$ cat src/rtl/timed_setting_sched.sv
// Timed settings-bus scheduler: queues (time, addr, data) commands in order and
// issues each as a one-cycle settings write once vita_time reaches its timestamp.
module timed_setting_sched #(
  parameter int DEPTH     = 4,
  parameter int DROP_LATE = 0
) (
  input  logic                     clk,
  input  logic                     rst_n,
  input  logic                     cmd_valid,
  output logic                     cmd_ready,
  input  logic [63:0]              cmd_time,
  input  logic                     cmd_now,
  input  logic [7:0]               cmd_addr,
  input  logic [31:0]              cmd_data,
  input  logic                     flush,
  input  logic [63:0]              vita_time,
  output logic                     set_stb,
  output logic [7:0]               set_addr,
  output logic [31:0]              set_data,
  output logic                     late,
  output logic [15:0]              late_count,
  output logic [$clog2(DEPTH):0]   count,
  output logic                     busy
);

  localparam int   AW   = $clog2(DEPTH);
  localparam int   CW   = AW + 1;
  localparam logic DROP = (DROP_LATE != 0);

  typedef enum logic [1:0] {ST_EMPTY, ST_WAIT, ST_FIRE} state_t;

  state_t        state, state_n;
  logic [CW-1:0] wr_ptr, rd_ptr;
  logic          head_new, head_new_n;
  logic          push, pop, fire, late_evt;
  logic          due, is_late;

  logic [63:0]   mem_time [0:DEPTH-1];
  logic          mem_now  [0:DEPTH-1];
  logic [7:0]    mem_addr [0:DEPTH-1];
  logic [31:0]   mem_data [0:DEPTH-1];

  logic [63:0]   head_time;
  logic          head_now;
  logic [7:0]    head_addr;
  logic [31:0]   head_data;

  assign count     = wr_ptr - rd_ptr;
  assign busy      = (count != '0);
  assign cmd_ready = rst_n & (count != CW'(DEPTH)) & ~flush;
  assign push      = cmd_valid & cmd_ready;

  assign head_time = mem_time[rd_ptr[AW-1:0]];
  assign head_now  = mem_now[rd_ptr[AW-1:0]];
  assign head_addr = mem_addr[rd_ptr[AW-1:0]];
  assign head_data = mem_data[rd_ptr[AW-1:0]];

  assign due     = head_now | (head_time <= vita_time);
  assign is_late = head_new & ~head_now & (head_time < vita_time);

  always_ff @(posedge clk) begin
    if (push) begin
      mem_time[wr_ptr[AW-1:0]] <= cmd_time;
      mem_now[wr_ptr[AW-1:0]]  <= cmd_now;
      mem_addr[wr_ptr[AW-1:0]] <= cmd_addr;
      mem_data[wr_ptr[AW-1:0]] <= cmd_data;
    end
  end

  // Lateness is judged only on a head's first WAIT evaluation, so a head that
  // simply waited until it became due is never reported late.
  always_comb begin
    state_n  = state;
    pop      = 1'b0;
    fire     = 1'b0;
    late_evt = 1'b0;
    case (state)
      ST_EMPTY: if (count != '0) state_n = ST_WAIT;
      ST_WAIT: begin
        late_evt = is_late;
        if (is_late && DROP) begin
          pop = 1'b1;
          if (count == CW'(1) && !push) state_n = ST_EMPTY;
        end else if (due) begin
          pop     = 1'b1;
          fire    = 1'b1;
          state_n = ST_FIRE;
        end
      end
      ST_FIRE:  state_n = (count != '0) ? ST_WAIT : ST_EMPTY;
      default:  state_n = ST_EMPTY;
    endcase
    if (flush) begin
      state_n  = ST_EMPTY;
      pop      = 1'b0;
      fire     = 1'b0;
      late_evt = 1'b0;
    end
  end

  assign head_new_n = pop | (state != ST_WAIT);

  always_ff @(posedge clk or negedge rst_n) begin
    if (!rst_n) begin
      state      <= ST_EMPTY;
      wr_ptr     <= '0;
      rd_ptr     <= '0;
      head_new   <= 1'b1;
      set_stb    <= 1'b0;
      set_addr   <= '0;
      set_data   <= '0;
      late       <= 1'b0;
      late_count <= '0;
    end else begin
      state    <= state_n;
      head_new <= head_new_n;
      set_stb  <= fire;
      late     <= late_evt;
      if (fire) begin
        set_addr <= head_addr;
        set_data <= head_data;
      end
      if (flush) begin
        wr_ptr     <= '0;
        rd_ptr     <= '0;
        late_count <= '0;
      end else begin
        if (push) wr_ptr <= wr_ptr + CW'(1);
        if (pop)  rd_ptr <= rd_ptr + CW'(1);
        if (late_evt && late_count != 16'hFFFF) late_count <= late_count + 16'd1;
      end
    end
  end

endmodule

$ cat config.mk
export PLATFORM = sky130hd
export DESIGN_NAME = timed_setting_sched
export DESIGN_NICKNAME = d
export VERILOG_FILES = /design/src/rtl/timed_setting_sched.sv
export SDC_FILE = /design/constraint.sdc
export NUM_CORES = 1
export LEC_CHECK = 0
export BUFFER_PORTS_ARGS = -buffer_cell sky130_fd_sc_hd__buf_2
export CAP_MARGIN = 20
export CORE_MARGIN = 10
export CORE_UTILIZATION = 30
export CTS_CLUSTER_SIZE = 16
export DETAILED_ROUTE_END_ITERATION = 8
export PLACE_DENSITY = 0.52
export SLEW_MARGIN = 20
export SYNTH_ARGS = -nofsm -noshare
export SYNTH_HDL_FRONTEND = slang
export SYNTH_SLANG_ARGS = --single-unit
$ cat constraint.sdc
create_clock -name clk -period 6 [get_ports clk]
set_input_delay 0.6 -clock clk [delete_from_list [all_inputs] [get_ports clk]]
set_output_delay 0.6 -clock clk [all_outputs]
set_load 0.01 [all_outputs]
### After elaboration in Yosys (flattened, before gate mapping)

Memory sizes are Yosys's and may differ from the RTL's. A register that Yosys moved wholly into a read port is not among the register bits.
Index checks and enable logic that the tools add are counted.

| word-level totals | value |
|---|---|
| register bits | 27 |
| RAM bits | 420 |
| output and inout bits | 63 |
| memories | 4 |

| cells by class | value |
|---|---|
| $add $sub $neg | 4 |
| magnitude comparators | 2 |
| equal/unequal tests | 7 |
| multiplexer cells | 18 |
| bitwise operators | 9 |
| reductions and logical operators | 9 |

Memory list:

| memory | words | width | read ports | clocked after memory_dff | write ports | RTL line | RTL |
|---|---|---|---|---|---|---|---|
| mem_time | 4 | 64 | 1 | 0 | 1 | 38 | `logic [63:0] mem_time [0:DEPTH-1];` |
| mem_data | 4 | 32 | 1 | 1 | 1 | 41 | `logic [31:0] mem_data [0:DEPTH-1];` |
| mem_addr | 4 | 8 | 1 | 1 | 1 | 40 | `logic [7:0] mem_addr [0:DEPTH-1];` |
| mem_now | 4 | 1 | 1 | 0 | 1 | 39 | `logic mem_now [0:DEPTH-1];` |

Operator list:

| operator | number |
|---|---|
| $le 64x64->1 | 1 |
| $lt 64x64->1 | 1 |
| $mux 16 | 2 |
| $add 16x1->16 const B | 1 |
| $ne 16x16->1 const B | 1 |
| $mux 3 | 4 |
| $ne 3x3->1 const B | 3 |
| $mux 1 | 8 |
| $add 3x1->3 const B | 2 |
| $mux 2 | 3 |
| $pmux 2 s3 | 1 |
| $reduce_bool 2->1 | 3 |
| $and 1x1->1 | 5 |
| $reduce_bool 3->1 | 1 |
| $sub 3x3->3 | 1 |
| $eq 2x1->1 const B | 1 |
| $eq 2x2->1 const B | 1 |
| $logic_not 1->1 | 2 |
| $logic_not 2->1 | 1 |
| $ne 2x1->1 const B | 1 |
| $not 1->1 | 2 |
| $or 1x1->1 | 2 |
| $reduce_and 2->1 | 1 |
| $logic_and 1x1->1 | 1 |

### Logic depth before layout (Yosys ltp)

An unclocked memory read counts as a cell.

| logic depth | value |
|---|---|
| word-level depth | 9 |
| gate-level depth with buffers | 15 |
| depth with buffers taken out | 11 |

### Least setup slack after synthesis

Ideal clock, no wire load.

| timing path | value |
|---|---|
| path type | flip-flop to flip-flop |
| start | reg wr_ptr[0] |
| end | mem mem_addr[3][0], enable pin |
| library setup time | 478 ps |
| data arrival time | 4244 ps |
| data required time | 5522 ps |
| path slack | 1278 ps |
| cell stages (with the launch flop) | 9 |
| period minus slack after synthesis | 4722 ps |
| cell sequence | dfrtp_1 inv_1 ha_1 fa_1 xnor2_1 xnor2_1 inv_1 o311a_1 and3_1 |

| on the way | value |
|---|---|
| word-level cells in the longest chain between the ends | 7 |

RTL lines:

| what | RTL line | RTL |
|---|---|---|
| from (decl) | 33 | `logic [CW-1:0] wr_ptr, rd_ptr;` |
| from (signal assigned) | 128 | `if (push) wr_ptr <= wr_ptr + CW'(1);` |
| $sub 3x3->3 | 48 | `assign count = wr_ptr - rd_ptr;` |
| net count[2] | 22 | `output logic [$clog2(DEPTH):0] count,` |
| $ne 3x3->1 | 50 | `assign cmd_ready = rst_n & (count != CW'(DEPTH)) & ~flush;` |
| $and 1x1->1 (2 in series) | 50 |  |
| net cmd_ready | 10 | `output logic cmd_ready,` |
| $and 1x1->1 | 51 | `assign push = cmd_valid & cmd_ready;` |
| $mux 1 | 62 | `if (push) begin` |
| $mux 1 (not written as such) | 65 | `mem_addr[wr_ptr[AW-1:0]] <= cmd_addr;` |
| to (decl) | 40 |  |

The timed path passes the listed nets, and every way through them passes these cells.

### Final worst setup path

| timing path | value |
|---|---|
| start | reg rd_ptr[0] |
| end | reg set_data[5], read port of mem_data |

| on the way | value |
|---|---|
| word-level cells in the longest chain between the ends | 6 |

RTL lines:

| what | RTL line | RTL |
|---|---|---|
| from (decl) | 33 |  |
| from (signal assigned) | 129 | `if (pop) rd_ptr <= rd_ptr + CW'(1);` |
| $mem_v2 4x64 | n/a |  |
| $le 64x64->1 | 58 | `assign due = head_now \| (head_time <= vita_time);` |
| $or 1x1->1 | 58 |  |
| $mux 1 | 84 | `end else if (due) begin` |
| $mux 1 | 77 | `case (state)` |
| $mux 1 | 93 | `if (flush) begin` |
| to (decl) | 19 | `output logic [31:0] set_data,` |

Parallel ways exist; a longest one is shown, timed or not.
A chain may end at the register's enable or synchronous reset.

==> results.cfg <==
[global_route]
grt_pass1_wl_mm = 70.3
grt_max_degree = 58
grt_pass1_vias = 11000
grt_usage = 0.120
overflow = 0
antenna_found_initial = 10

[logic_synthesis]
yosys.area.top_type = edfxtp_1
synth_area_per_cell_um2 = 19.5
syn_inst = 1018
yosys-top-cells-area = edfxtp_1, mux4_2, dfrtp_1, ha_1, mux2_4
synth_edf_count = 420
synthFlopType = edfxtp_1
async_flop_share = 0.138
synth_warnings = 0
synth_nets = 1263
seq_area_frac_synth = 0.721
netlist_area_um2 = 19800
ys_types = 54
synth-seq-cells = 487
synth.top_cell.area_share = 0.636

[worst_setup_path]
worstPathMaxFanout = 23
setup.worst_path.start = rd_ptr[0]
r2r_start = rd_ptr[0]
worstPathArrival_ns = 5.45
cp.required_ns = 6.48
critPathLaunchType = flop
crit_type = reg -> reg
cp-end-kind = flop

[cts]
cts_tree = yes
cts_buffers = 55
clockBufferDepth = 3
clk_pin_slew_ns = 0.06
cts.sinks = 487
cts_max_level = 2
cts_hold_buffers = 1
cts_root_buf = clkbuf_16
post_cts_buffers = 0
insertion_delay_ns = 0.59
cts_resized = 0

[place]
dp_hpwl_mm = 31.1
gp_congestion = 0.731
placedCellCount = 2105
placement.io_buffers = 235

[timing]
setup_viol = 0
setup_tns_ns = 0
fin_hold_ws_ns = 0.215
finalMaxSlewViolations = 0
period_needed_ns = 4.97
slew_headroom = 0.429
period_share = 0.829
hold_viol_final = 0
fmax_ghz = 0.201
rsz0062_at_grt = no
finClkSkew_ns = 0.0231
worst_pin_slew_ns = 0.856

[power_and_ir_drop]
internal_power_uw = 7090
p_leak_uw = 0.00898
power_frac_comb = 0.181
power.share.sequential = 0.431
ir_drop_mv = 0.208
p_clk_frac = 0.388
p_sw_frac = 0.247
p_sw_uw = 2320
power_uw = 9410
power_density_nw_per_um2 = 388

[final_layout]
n_fill_cell = 6166
fin_util = 0.369
seq_area_um2 = 14300
finish.net_count = 1544
final_layout_size_suffix_gt1_frac = 0.375
area_growth_pct = 22.3
multi_input_area_um2 = 5100
layout.cells.non_filler = 2211

[outcome]
run_status = finished, final reports clean

[die]
initial_core_util = 0.302
die-area_um2 = 76800
row_count = 94
coreArea_um2 = 65600
die_x_um = 277
io_pins = 236
die_h_um = 277

[job]
maxCapViolCount = 0

[route]
vias = 10100
drtAntennaViolNets = 0
drc = 0
firstDrtPassIters = 4
wl_mm = 47.0
detail_route.wl_per_cell_um = 21.3
viasPerCell = 4.55
drt_iter0_drc = 565

[min_path]
min_from = cmd_time[44]
worstHoldPathType = in -> reg
-- critical path, cell delays in order (launching register included) --
cell and delay, ns:
dfrtp_4 0.65, buf_12 0.27, buf_4 0.26, mux4_2 0.53, ha_1 0.32, nand4_1 0.18
nor4_1 0.56, nand4_1 0.21, a31oi_1 0.35, nor4_4 0.14, o21ai_4 0.23, nand2b_4 0.48
buf_12 0.28, mux2_4 0.32
-- cell type report --
cell class	count	share of cell area
diodes	3	0.000310
clock buffers	62	0.0596
clock inverters	40	0.0229
inverters	77	0.0119
multi-input cells	422	0.211
flip-flops and latches	487	0.590
well taps	864	0.0446
repair buffers	256	0.0604
-- power by group through the flow --
stage	Combinational [uW]	Sequential, uW	Clock (uW)
after floorplan	1120	4140	0
final	1700	4050	3660
after global placement	1740	4130	0
after global routing	1880	4080	3900
after detailed placement	1760	4130	0
after CTS	1760	4060	3760
-- registers in the layout, indices dropped and copies added, names as in the netlist --
name and flops:
set_addr 8, mem_data 128, head_new 1, set_data 32
wr_ptr 3, set_stb 1, mem_addr 32, state 2
late_count 16, rd_ptr 3, mem_time 256, mem_now 4
late 1
-- metrics by stage --
| stage | setup WS [ns] | instance area (um2) |
|---|---|---|
| 4_1_cts | 0.865 | 24200 |
| 5_1_grt | 0.564 | 24200 |
| 3_5_place_dp | 0.921 | 22200 |
| 3_3_place_gp | 1.03 | 22200 |
| 2_1_floorplan | 1.28 | 19800 |
| 6_report | 1.03 | 24200 |
-- final timing paths --
| path | end | slack (ns) | cells after the start |
|---|---|---|---|
| worst min-delay path | mem_time[2][44] | 0.22 | 1 |
| worst max register to register | set_data[5] | 1.03 | 13 |
| min in group asynchronous | set_addr[6] | 0.51 | 2 |
| worst max-delay path | set_data[5] | 1.03 | 13 |
| max in group asynchronous | wr_ptr[1] | 4.51 | 3 |
| worst min register to register | set_data[10] | 0.50 | 1 |
-- cells in the final DEF (no fill, tap or decap), types with 5 or more instances in the layout --
cell type   instances
a21oi_1            31
nand3_1            16
clkinvlp_4          5
nand2_1            28
mux2_2              5
clkinv_2            9
bufinv_16          13
and3_1              5
xor2_1              6
buf_2             234
ha_1               71
edfxtp_1          420
inv_1              77
buf_4              11
clkbuf_16          56
dfrtp_1            64
nor2_1             25
mux4_2            105
nand4_1            19
o21ai_0             9
mux2_4             37
buf_12             10
clkinv_1            8
-- layer usage --
metal / vias up / GRT usage / share of wire
met2: 178 / 0.212 / 0.52
met5: - / 0 / 0.0019
li1: 4638 / - / -
met1: 5147 / 0.142 / 0.41
met3: 78 / 0.0267 / 0.044
met4: 14 / 0.0397 / 0.023
-- synth_stat cells, types with 3 or more instances --
master    instances
a221oi_1          3
nand3_1          16
inv_1            77
or4_1             4
nand4_1          19
buf_8             3
and3_1            9
clkbuf_1         15
nor3_1            3
mux2_2            5
a21oi_1          31
mux2_4           37
mux2i_1           4
or3_1             3
buf_1             9
mux4_2          105
ha_1             71
buf_2             3
o21ai_0           9
nand2_1          28
nor2_1           25
dfrtp_1          66
edfxtp_1        420
o211ai_1          3
and2_1            3
xnor2_1           4
nor2b_1           3
xor2_1            6
-- logic make-up after synthesis --
family          Yosys count  synth area share
flops                   487             0.721
xor+xnor                 10           0.00442
simple gates            121            0.0321
compound gates           68            0.0216
mux                     151             0.152
buf+inv                 109            0.0233
fa+ha+maj                72            0.0458
(Power assumes the default switching activity.)
